<file path="config.mk">
export PLATFORM = sky130hd
export DESIGN_NAME = day3_loader
export DESIGN_NICKNAME = d
export VERILOG_FILES = /design/src/rtl/day3_pkg.sv /design/src/rtl/day3_prio_enc.sv /design/src/rtl/day3_loader.sv
export SDC_FILE = /design/constraint.sdc
export NUM_CORES = 1
export LEC_CHECK = 0
export CORE_MARGIN = 5
export CORE_UTILIZATION = 49
export DETAILED_ROUTE_END_ITERATION = 8
export GPL_TIMING_DRIVEN = 0
export PLACE_DENSITY_LB_ADDON = 0.25
export SYNTH_ARGS = -nofsm -noshare
export SYNTH_HDL_FRONTEND = slang
export SYNTH_SLANG_ARGS = --single-unit
</file>
<file path="constraint.sdc">
create_clock -name clk -period 3.1 [get_ports clk]
set_input_delay 0.62 -clock clk [delete_from_list [all_inputs] [get_ports clk]]
set_output_delay 0.62 -clock clk [all_outputs]
set_load 0.03 [all_outputs]
</file>
<file path="src/rtl/day3_pkg.sv">
// Shared constants and types for the day-3 rucksack loader and solver:
// FSM encoding, ASCII letter bounds, memory geometry and item priority ranges.
package day3_pkg;

  localparam int MEM_DEPTH = 4096;
  localparam int ADDR_W    = 12;
  localparam int MAX_LINE  = 64;

  localparam logic [7:0] ASCII_LC_A = 8'h61;
  localparam logic [7:0] ASCII_LC_Z = 8'h7A;
  localparam logic [7:0] ASCII_UC_A = 8'h41;
  localparam logic [7:0] ASCII_UC_Z = 8'h5A;
  localparam logic [7:0] ASCII_LF   = 8'h0A;
  localparam logic [7:0] ASCII_CR   = 8'h0D;

  localparam logic [7:0] PRIO_LC_MIN = 8'd1;
  localparam logic [7:0] PRIO_LC_MAX = 8'd26;
  localparam logic [7:0] PRIO_UC_MIN = 8'd27;
  localparam logic [7:0] PRIO_UC_MAX = 8'd52;

  typedef enum logic [2:0] {
    IDLE,
    LOAD,
    TERM,
    SENTINEL,
    DONE
  } state_t;

  // A priority value denotes an item only inside one of the two letter ranges.
  function automatic logic prio_valid(input logic [7:0] p);
    return ((p >= PRIO_LC_MIN) && (p <= PRIO_LC_MAX)) ||
           ((p >= PRIO_UC_MIN) && (p <= PRIO_UC_MAX));
  endfunction

endpackage

</file>
<file path="src/rtl/day3_prio_enc.sv">
// ASCII character to item priority; a result of 0 means the character is not a letter.
module day3_prio_enc
  import day3_pkg::*;
(
  input  logic [7:0] ch,
  output logic [7:0] prio
);

  always_comb begin
    prio = '0;
    if ((ch >= ASCII_LC_A) && (ch <= ASCII_LC_Z))
      prio = PRIO_LC_MIN + (ch - ASCII_LC_A);
    else if ((ch >= ASCII_UC_A) && (ch <= ASCII_UC_Z))
      prio = PRIO_UC_MIN + (ch - ASCII_UC_A);
  end

endmodule

</file>
<file path="src/rtl/day3_loader.sv">
// Streams an ASCII rucksack list into memory as priorities, one 0 after each
// line and a second 0 at end of file, so the solver sees a double-zero terminator.
module day3_loader #(
  parameter int MEM_DEPTH = day3_pkg::MEM_DEPTH,
  parameter int MAX_LINE  = day3_pkg::MAX_LINE
) (
  input  logic                        clk,
  input  logic                        rst,
  input  logic                        in_valid,
  input  logic [7:0]                  in_data,
  input  logic                        in_last,
  output logic                        in_ready,
  output logic                        wr_en,
  output logic [day3_pkg::ADDR_W-1:0] wr_addr,
  output logic [7:0]                  wr_data,
  output logic [15:0]                 line_count,
  output logic                        error,
  output logic                        done
);
  import day3_pkg::*;

  localparam int LEN_W = $clog2(MAX_LINE + 1);
  localparam logic [LEN_W-1:0]  LEN_MAX    = LEN_W'(MAX_LINE);
  // The top two words are kept free for the final line terminator and the sentinel.
  localparam logic [ADDR_W:0]   ADDR_LIMIT = (ADDR_W+1)'(MEM_DEPTH - 2);
  localparam logic [ADDR_W:0]   ADDR_ONE   = (ADDR_W+1)'(1);
  localparam logic [LEN_W-1:0]  LEN_ONE    = LEN_W'(1);

  function automatic logic [15:0] sat_inc16(input logic [15:0] v);
    return (v == 16'hFFFF) ? v : v + 16'd1;
  endfunction

  state_t             state_q, state_d;
  logic [ADDR_W:0]    addr_q, addr_d;
  logic [LEN_W-1:0]   len_q, len_d;
  logic [7:0]         prio;
  logic               accept;
  logic               wr_en_p0;
  logic [7:0]         wr_data_p0;
  logic               lc_inc;
  logic               err_set;

  day3_prio_enc u_prio_enc (
    .ch   (in_data),
    .prio (prio)
  );

  assign in_ready = (state_q == LOAD) && !rst;
  assign accept   = in_valid && in_ready;

  always_comb begin
    state_d    = state_q;
    addr_d     = addr_q;
    len_d      = len_q;
    wr_en_p0   = 1'b0;
    wr_data_p0 = '0;
    lc_inc     = 1'b0;
    err_set    = 1'b0;
    case (state_q)
      IDLE: state_d = LOAD;
      LOAD: begin
        if (accept) begin
          if (prio_valid(prio)) begin
            if (addr_q >= ADDR_LIMIT) begin
              err_set = 1'b1;
              state_d = TERM;
            end else if (len_q == LEN_MAX) begin
              err_set = 1'b1;
            end else begin
              wr_en_p0   = 1'b1;
              wr_data_p0 = prio;
              addr_d     = addr_q + ADDR_ONE;
              len_d      = len_q + LEN_ONE;
            end
          end else if (in_data == ASCII_LF) begin
            if (len_q != '0) begin
              wr_en_p0 = 1'b1;
              addr_d   = addr_q + ADDR_ONE;
              len_d    = '0;
              lc_inc   = 1'b1;
              err_set  = len_q[0];
            end
          end else if (in_data != ASCII_CR) begin
            err_set = 1'b1;
          end
          if (in_last)
            state_d = TERM;
        end
      end
      // Close a line left open by end of file or by memory overflow.
      TERM: begin
        if (len_q != '0) begin
          wr_en_p0 = 1'b1;
          addr_d   = addr_q + ADDR_ONE;
          len_d    = '0;
          lc_inc   = 1'b1;
          err_set  = len_q[0];
        end
        state_d = SENTINEL;
      end
      SENTINEL: begin
        wr_en_p0 = 1'b1;
        addr_d   = addr_q + ADDR_ONE;
        state_d  = DONE;
      end
      DONE: state_d = DONE;
      default: state_d = IDLE;
    endcase
  end

  // p0 -> p1: register the write port and sticky status.
  always_ff @(posedge clk) begin
    if (rst) begin
      state_q    <= IDLE;
      addr_q     <= '0;
      len_q      <= '0;
      wr_en      <= 1'b0;
      wr_addr    <= '0;
      wr_data    <= '0;
      line_count <= '0;
      error      <= 1'b0;
      done       <= 1'b0;
    end else begin
      state_q <= state_d;
      addr_q  <= addr_d;
      len_q   <= len_d;
      wr_en   <= wr_en_p0;
      if (wr_en_p0) begin
        wr_addr <= addr_q[ADDR_W-1:0];
        wr_data <= wr_data_p0;
      end
      if (lc_inc)
        line_count <= sat_inc16(line_count);
      if (err_set)
        error <= 1'b1;
      done <= (state_d == DONE);
    end
  end

endmodule
</file>
### After elaboration in Yosys (flattened, before gate mapping)

Cells that the tools add are included.

* register bits: 62
* input bits: 12
* output and inout bits: 40
* word-level logic and storage cells: 99

* $add $sub $neg: 7
* magnitude comparators: 9
* equal/unequal tests: 13
* mux-type cells: 44
* bitwise operators: 1
* reduce and logical (&&, ||, !) cells: 16

Operators by type and width (number)
* 13-bit 2-to-1 mux: 6
* 8-bit 2-to-1 mux: 7
* 7-bit 2-to-1 mux: 6
* 13-bit case mux with 3 select lines: 1
* 16-bit by 1-bit adder with 16-bit output (second input constant): 1
* 16-bit == test (second input constant): 1
* 8-bit by 7-bit >= comparator with 1-bit output (second input constant): 2
* 8-bit by 7-bit less-or-equal comparator with 1-bit output (second input constant): 2
* 8-bit by 7-bit subtractor with 8-bit output (second input constant): 2
* 1-bit 2-to-1 mux: 15
* 7-bit case mux with 2 select lines: 1
* 13-bit by 1-bit adder with 13-bit output (second input constant): 1
* 13-bit by 12-bit >= comparator with 1-bit output (second input constant): 1
* 3-bit 2-to-1 mux: 4
* 3-bit case mux with 4 select lines: 1
* 5-bit AND reduction: 2
* 1-bit by 8-bit adder with 8-bit output (first input constant): 1
* 5-bit by 8-bit adder with 8-bit output (first input constant): 1
* 8-bit by 4-bit == test with 1-bit output (second input constant): 1
* 8-bit by 1-bit >= comparator with 1-bit output (second input constant): 1
* 8-bit by 5-bit >= comparator with 1-bit output (second input constant): 1
* 8-bit by 5-bit less-or-equal comparator with 1-bit output (second input constant): 1
* 8-bit by 6-bit less-or-equal comparator with 1-bit output (second input constant): 1
* 8-bit by 4-bit != test with 1-bit output (second input constant): 1
* other kinds (20): 29

### Longest topological paths before layout

* depth after elaboration: 12
* mapped depth: 12
* mapped depth without buffers: 9

### Cells and area by module

From an unflattened synthesis, not the netlist that was laid out.

* cell total of the unflattened synthesis: 380
* area total of the unflattened synthesis: 3365.7 um^2

By module, submodules not included
* day3_loader: instances 1, cells an instance 324, area an instance 2907.8 um^2, seq. area each 1241.2 um^2
* day3_prio_enc: instances 1, cells an instance 56, area an instance 457.9 um^2, seq. area each 0.0 um^2

### Worst setup path before layout

OpenSTA, ideal clock, no wires.

* path kind: input to register
* from: input rst
* to: register addr_q[5]
* setup time: 132 ps
* data arrival time: 3096 ps
* path slack: -129 ps
* cell stages on the path: 8
* buffers on the path: 2
* path through: nor4b_1 -> and2_1 -> and2_0 -> a31oi_2 -> buf_6 -> buf_2 -> o31ai_1 -> a21oi_1

* longest elaborated chain between the ends: 5

RTL lines
* start, declared: line day3_loader.sv:8 `input logic rst,`
* 1-bit zero test: line day3_loader.sv:48 `assign in_ready = (state_q == LOAD) && !rst;`
* 1-bit logical AND: line day3_loader.sv:48
* 1-bit logical AND: line day3_loader.sv:49 `assign accept = in_valid && in_ready;`
* 2-bit != test (no source line)
* 5-bit AND reduction (no source line)
* end signal, assigned: line day3_loader.sv:125 `addr_q <= addr_d;`
* end, declared: line day3_loader.sv:34 `logic [ADDR_W:0] addr_q, addr_d;`

Parallel ways exist; a longest one is shown, timed or not.
A chain may end at the register's enable or synchronous reset.

### Final worst setup path

* from: input in_data[3]
* to: register addr_q[8]

* longest elaborated chain between the ends: 10

RTL lines
* start, declared: line day3_loader.sv:10 `input logic [7:0] in_data,`
* 8-bit by 7-bit subtractor with 8-bit output (tied with other cells): line day3_prio_enc.sv:14 `prio = PRIO_UC_MIN + (ch - ASCII_UC_A);`
* 5-bit by 8-bit adder with 8-bit output / 1-bit logical AND (equally long branches): line day3_prio_enc.sv:14, day3_prio_enc.sv:13
* 8-bit 2-to-1 mux: line day3_prio_enc.sv:13 `else if ((ch >= ASCII_UC_A) && (ch <= ASCII_UC_Z))`
* 8-bit 2-to-1 mux: line day3_prio_enc.sv:11 `if ((ch >= ASCII_LC_A) && (ch <= ASCII_LC_Z))`
* 8-bit by 1-bit >= comparator with 1-bit output (tied with other cells): line day3_pkg.sv:31 `return ((p >= PRIO_LC_MIN) && (p <= PRIO_LC_MAX)) ||`
* 1-bit logical AND, on equally long branches: line day3_pkg.sv:31, day3_pkg.sv:32
* 1-bit logical OR: line day3_pkg.sv:31
* 13-bit 2-to-1 mux: line day3_loader.sv:63 `if (prio_valid(prio)) begin`
* 13-bit 2-to-1 mux: line day3_loader.sv:62 `if (accept) begin`
* 13-bit case mux with 3 select lines: line day3_loader.sv:59 `case (state_q)`

Parallel ways exist; a longest one is shown, timed or not. The select of a mux whose other input is x is not followed.

==> results.ini <==
[floorplan]
die_x_um=92.0
start_util=0.494
dieArea_mm2=0.00847
core_mm2=0.00668
num_rows=30
die_h_um=92.0
io_pins=52

[clocking]
cts-buffers-inserted=9
tritoncts=done
htree_levels=3
clkTransAtPathRegs_ns=0.07
cts_root_buf=clkbuf_8
cts_buffer_depth=2
cts_sinks=62
insertion_delay_ns=0.34

[routing]
drc=0
antenna_left=0
firstDrtPassIters=7
viasPerCell=5.75
drt_iter0_markers=111
wl_per_cell_um=15.1
wl_mm=8.09
vias=3088

[pwr]
power.leakage_uw=0.00164
finalPower_uw=1640
p_per_area_mw_per_mm2=388
ir_drop_uv=254

[hold_path]
hp-class=flop to flop
holdPathStages=2

[placed_design]
dpl.hpwl_mm=5.65
post-place-ws_ns=-0.703
port_buffers=50
gp_congestion=0.904
place_area_mm2=0.00391

[yosys]
synth-seq-cells=62
yosys_warnings=0
yosys_most_used_dff=dfxtp_1
ys_types=61
syn_nets=407
postSynthAreaPerCell_um2=8.57
netlist_area_mm2=0.00330
syn_inst=385
synth-edff-count=0
synthArstFlopShare=0
ys_seq_area_frac=0.376

[worst_setup_path]
crit_required_ns=3.31
reg2reg_depth=11
end_kind=flop
crit_path_start_kind=input port
crit_path_max_fanout=10
cp.arrival_ns=3.19
path_class=input port to flop

[timing]
finalSetupViolCount=0
fmax_ghz=0.336
maxSlewHeadroom=0.537
maxSlewViolCount=0
hold_viol_final=0
clock-skew-final_ns=0.0142
worst_pin_slew_ns=0.692
holdWs_ns=0.471
fin_ws_ns=0.127
fin_crit_ns=2.97
rsz0062_at_grt=no
min_period_over_period=0.959

[grt]
grt_overflow=0
antenna_found_initial=0
first_global_vias=2849
grt_pass1_wl_mm=13.3
grt_start_max_net_pins=13
grt_usage=0.192

[run]
drv_cap=0

[finish]
fin_area_mm2=0.00424
diodes=0
area_growth_pct=28.6
drive_above_1_share=0.123
finalNetCount=474

[status]
status=completed

## layer usage
metal	vias to the layer above	GRT usage	part of all wire
met2	77	0.311	0.49
met3	6	0.0418	0.049
met1	1467	0.245	0.45
li1	1538	-	-
met5	-	0	0
met4	0	0.0817	0.0094
## timing repair
action | 4_1_cts | 5_1_grt
pin swaps | 2 | 5
resized for setup | 5 | 20
gates cloned | 0 | 0
hold buffers | 0 | 0
setup endpoints to repair | 40 | 47
setup buffers | 4 | 3
## metrics by stage
step | instances | setup TNS (ns) | util
after global routing | 537 | 0 | 0.635
after detailed placement | 515 | -26.89 | 0.584
after floorplan | 385 | 0 | -
final | 537 | 0 | 0.635
after global placement | 515 | -27.07 | 0.584
after CTS | 534 | 0 | 0.620
## worst max-delay path, stage by stage
cell and delay, ns:
clkdlybuf4s50_1 0.47, or2_1 0.29, or4_4 0.46, nor3b_4 0.18, a211oi_4 0.34, a31oi_4 0.15
buf_6 0.17, buf_4 0.18, o31ai_1 0.23, a21oi_1 0.09
## cell type report
| class | count | area [um^2] |
|---|---|---|
| timing repair buffer | 57 | 559 |
| multi-input combinational | 285 | 1960 |
| buffer | 18 | 111 |
| sequential | 62 | 1240 |
| clock inverter | 7 | 73.8 |
| inverter | 19 | 71.3 |
| tap | 80 | 100 |
| fill | 582 | 2440 |
| clock buffer | 9 | 124 |
## cells in the mapped netlist (all sizes together), types with 3 or more instances
library cell   n  area share
clkbuf        10       0.011
xor2          11       0.029
nand2         21       0.024
and3           8       0.015
ha            10       0.038
and4           5       0.013
inv           18       0.020
xnor2          7       0.019
nand2b         7       0.013
a31oi          7       0.015
o31a           4       0.011
or4            7       0.017
or2            5      0.0095
dfxtp         62        0.38
nor2          42       0.048
nor4           5       0.014
mux2i         13       0.039
o31ai          8       0.018
a21oi         32       0.049
o311a          3      0.0091
and2           5       0.010
o22ai          3      0.0057
nor3b          5       0.015
nand3         21       0.032
nand4          9       0.017
nor3           6       0.011
o211ai         4      0.0091
buf            9       0.019
o21ai          7       0.011
or3            5       0.011
## registers in the layout (all words and copies together) (netlist names)
signal      cells
len_q           7
addr_q         13
wr_en           1
done            1
state_q         3
wr_addr        12
wr_data         8
line_count     16
error           1
## cell usage in the layout, fill, tap and decap left out, types with 6 or more instances in the layout
| cell | netlist | routed |
|---|---|---|
| xnor2_1 | 7 | 7 |
| mux2i_1 | 13 | 13 |
| o21ai_0 | 7 | 6 |
| clkbuf_8 | 0 | 9 |
| ha_1 | 10 | 9 |
| dfxtp_1 | 62 | 62 |
| buf_4 | 2 | 11 |
| nand3_1 | 21 | 21 |
| clkdlybuf4s50_1 | 0 | 46 |
| a21oi_1 | 32 | 32 |
| nand4_1 | 9 | 9 |
| clkbuf_1 | 10 | 8 |
| inv_1 | 18 | 18 |
| or4_1 | 6 | 6 |
| nor2_1 | 42 | 42 |
| nand2_1 | 21 | 21 |
| nand2b_1 | 7 | 7 |
| xor2_1 | 11 | 11 |
| and3_1 | 8 | 8 |
## final timing paths
| path | start | end | slack [ns] |
|---|---|---|---|
| max | in_data[3] | addr_q[8] | 0.13 |
| max reg2reg | addr_q[0] | addr_q[8] | 0.34 |
| min | wr_data[2] | wr_data[2] | 0.47 |
| min reg2reg | wr_data[2] | wr_data[2] | 0.47 |
## report_power, final
group / internal (uW) / switching [uW] / total, uW
registers: 799 / 2.73 / 801
clock network: 373 / 338 / 711
logic: 53.5 / 78.8 / 132
## cells by family after synthesis
logic type	Yosys count	share of synthesized area
AO/OA/AOI/OAI	85	0.177
XOR/XNOR	18	0.0478
adder cells (fa/ha/maj)	10	0.0379
buffers and inverters	38	0.0520
flip-flops	62	0.376
multiplexers	13	0.0395
AND/OR/NAND/NOR	159	0.269
No activity file was read; power rests on OpenSTA's default activity.
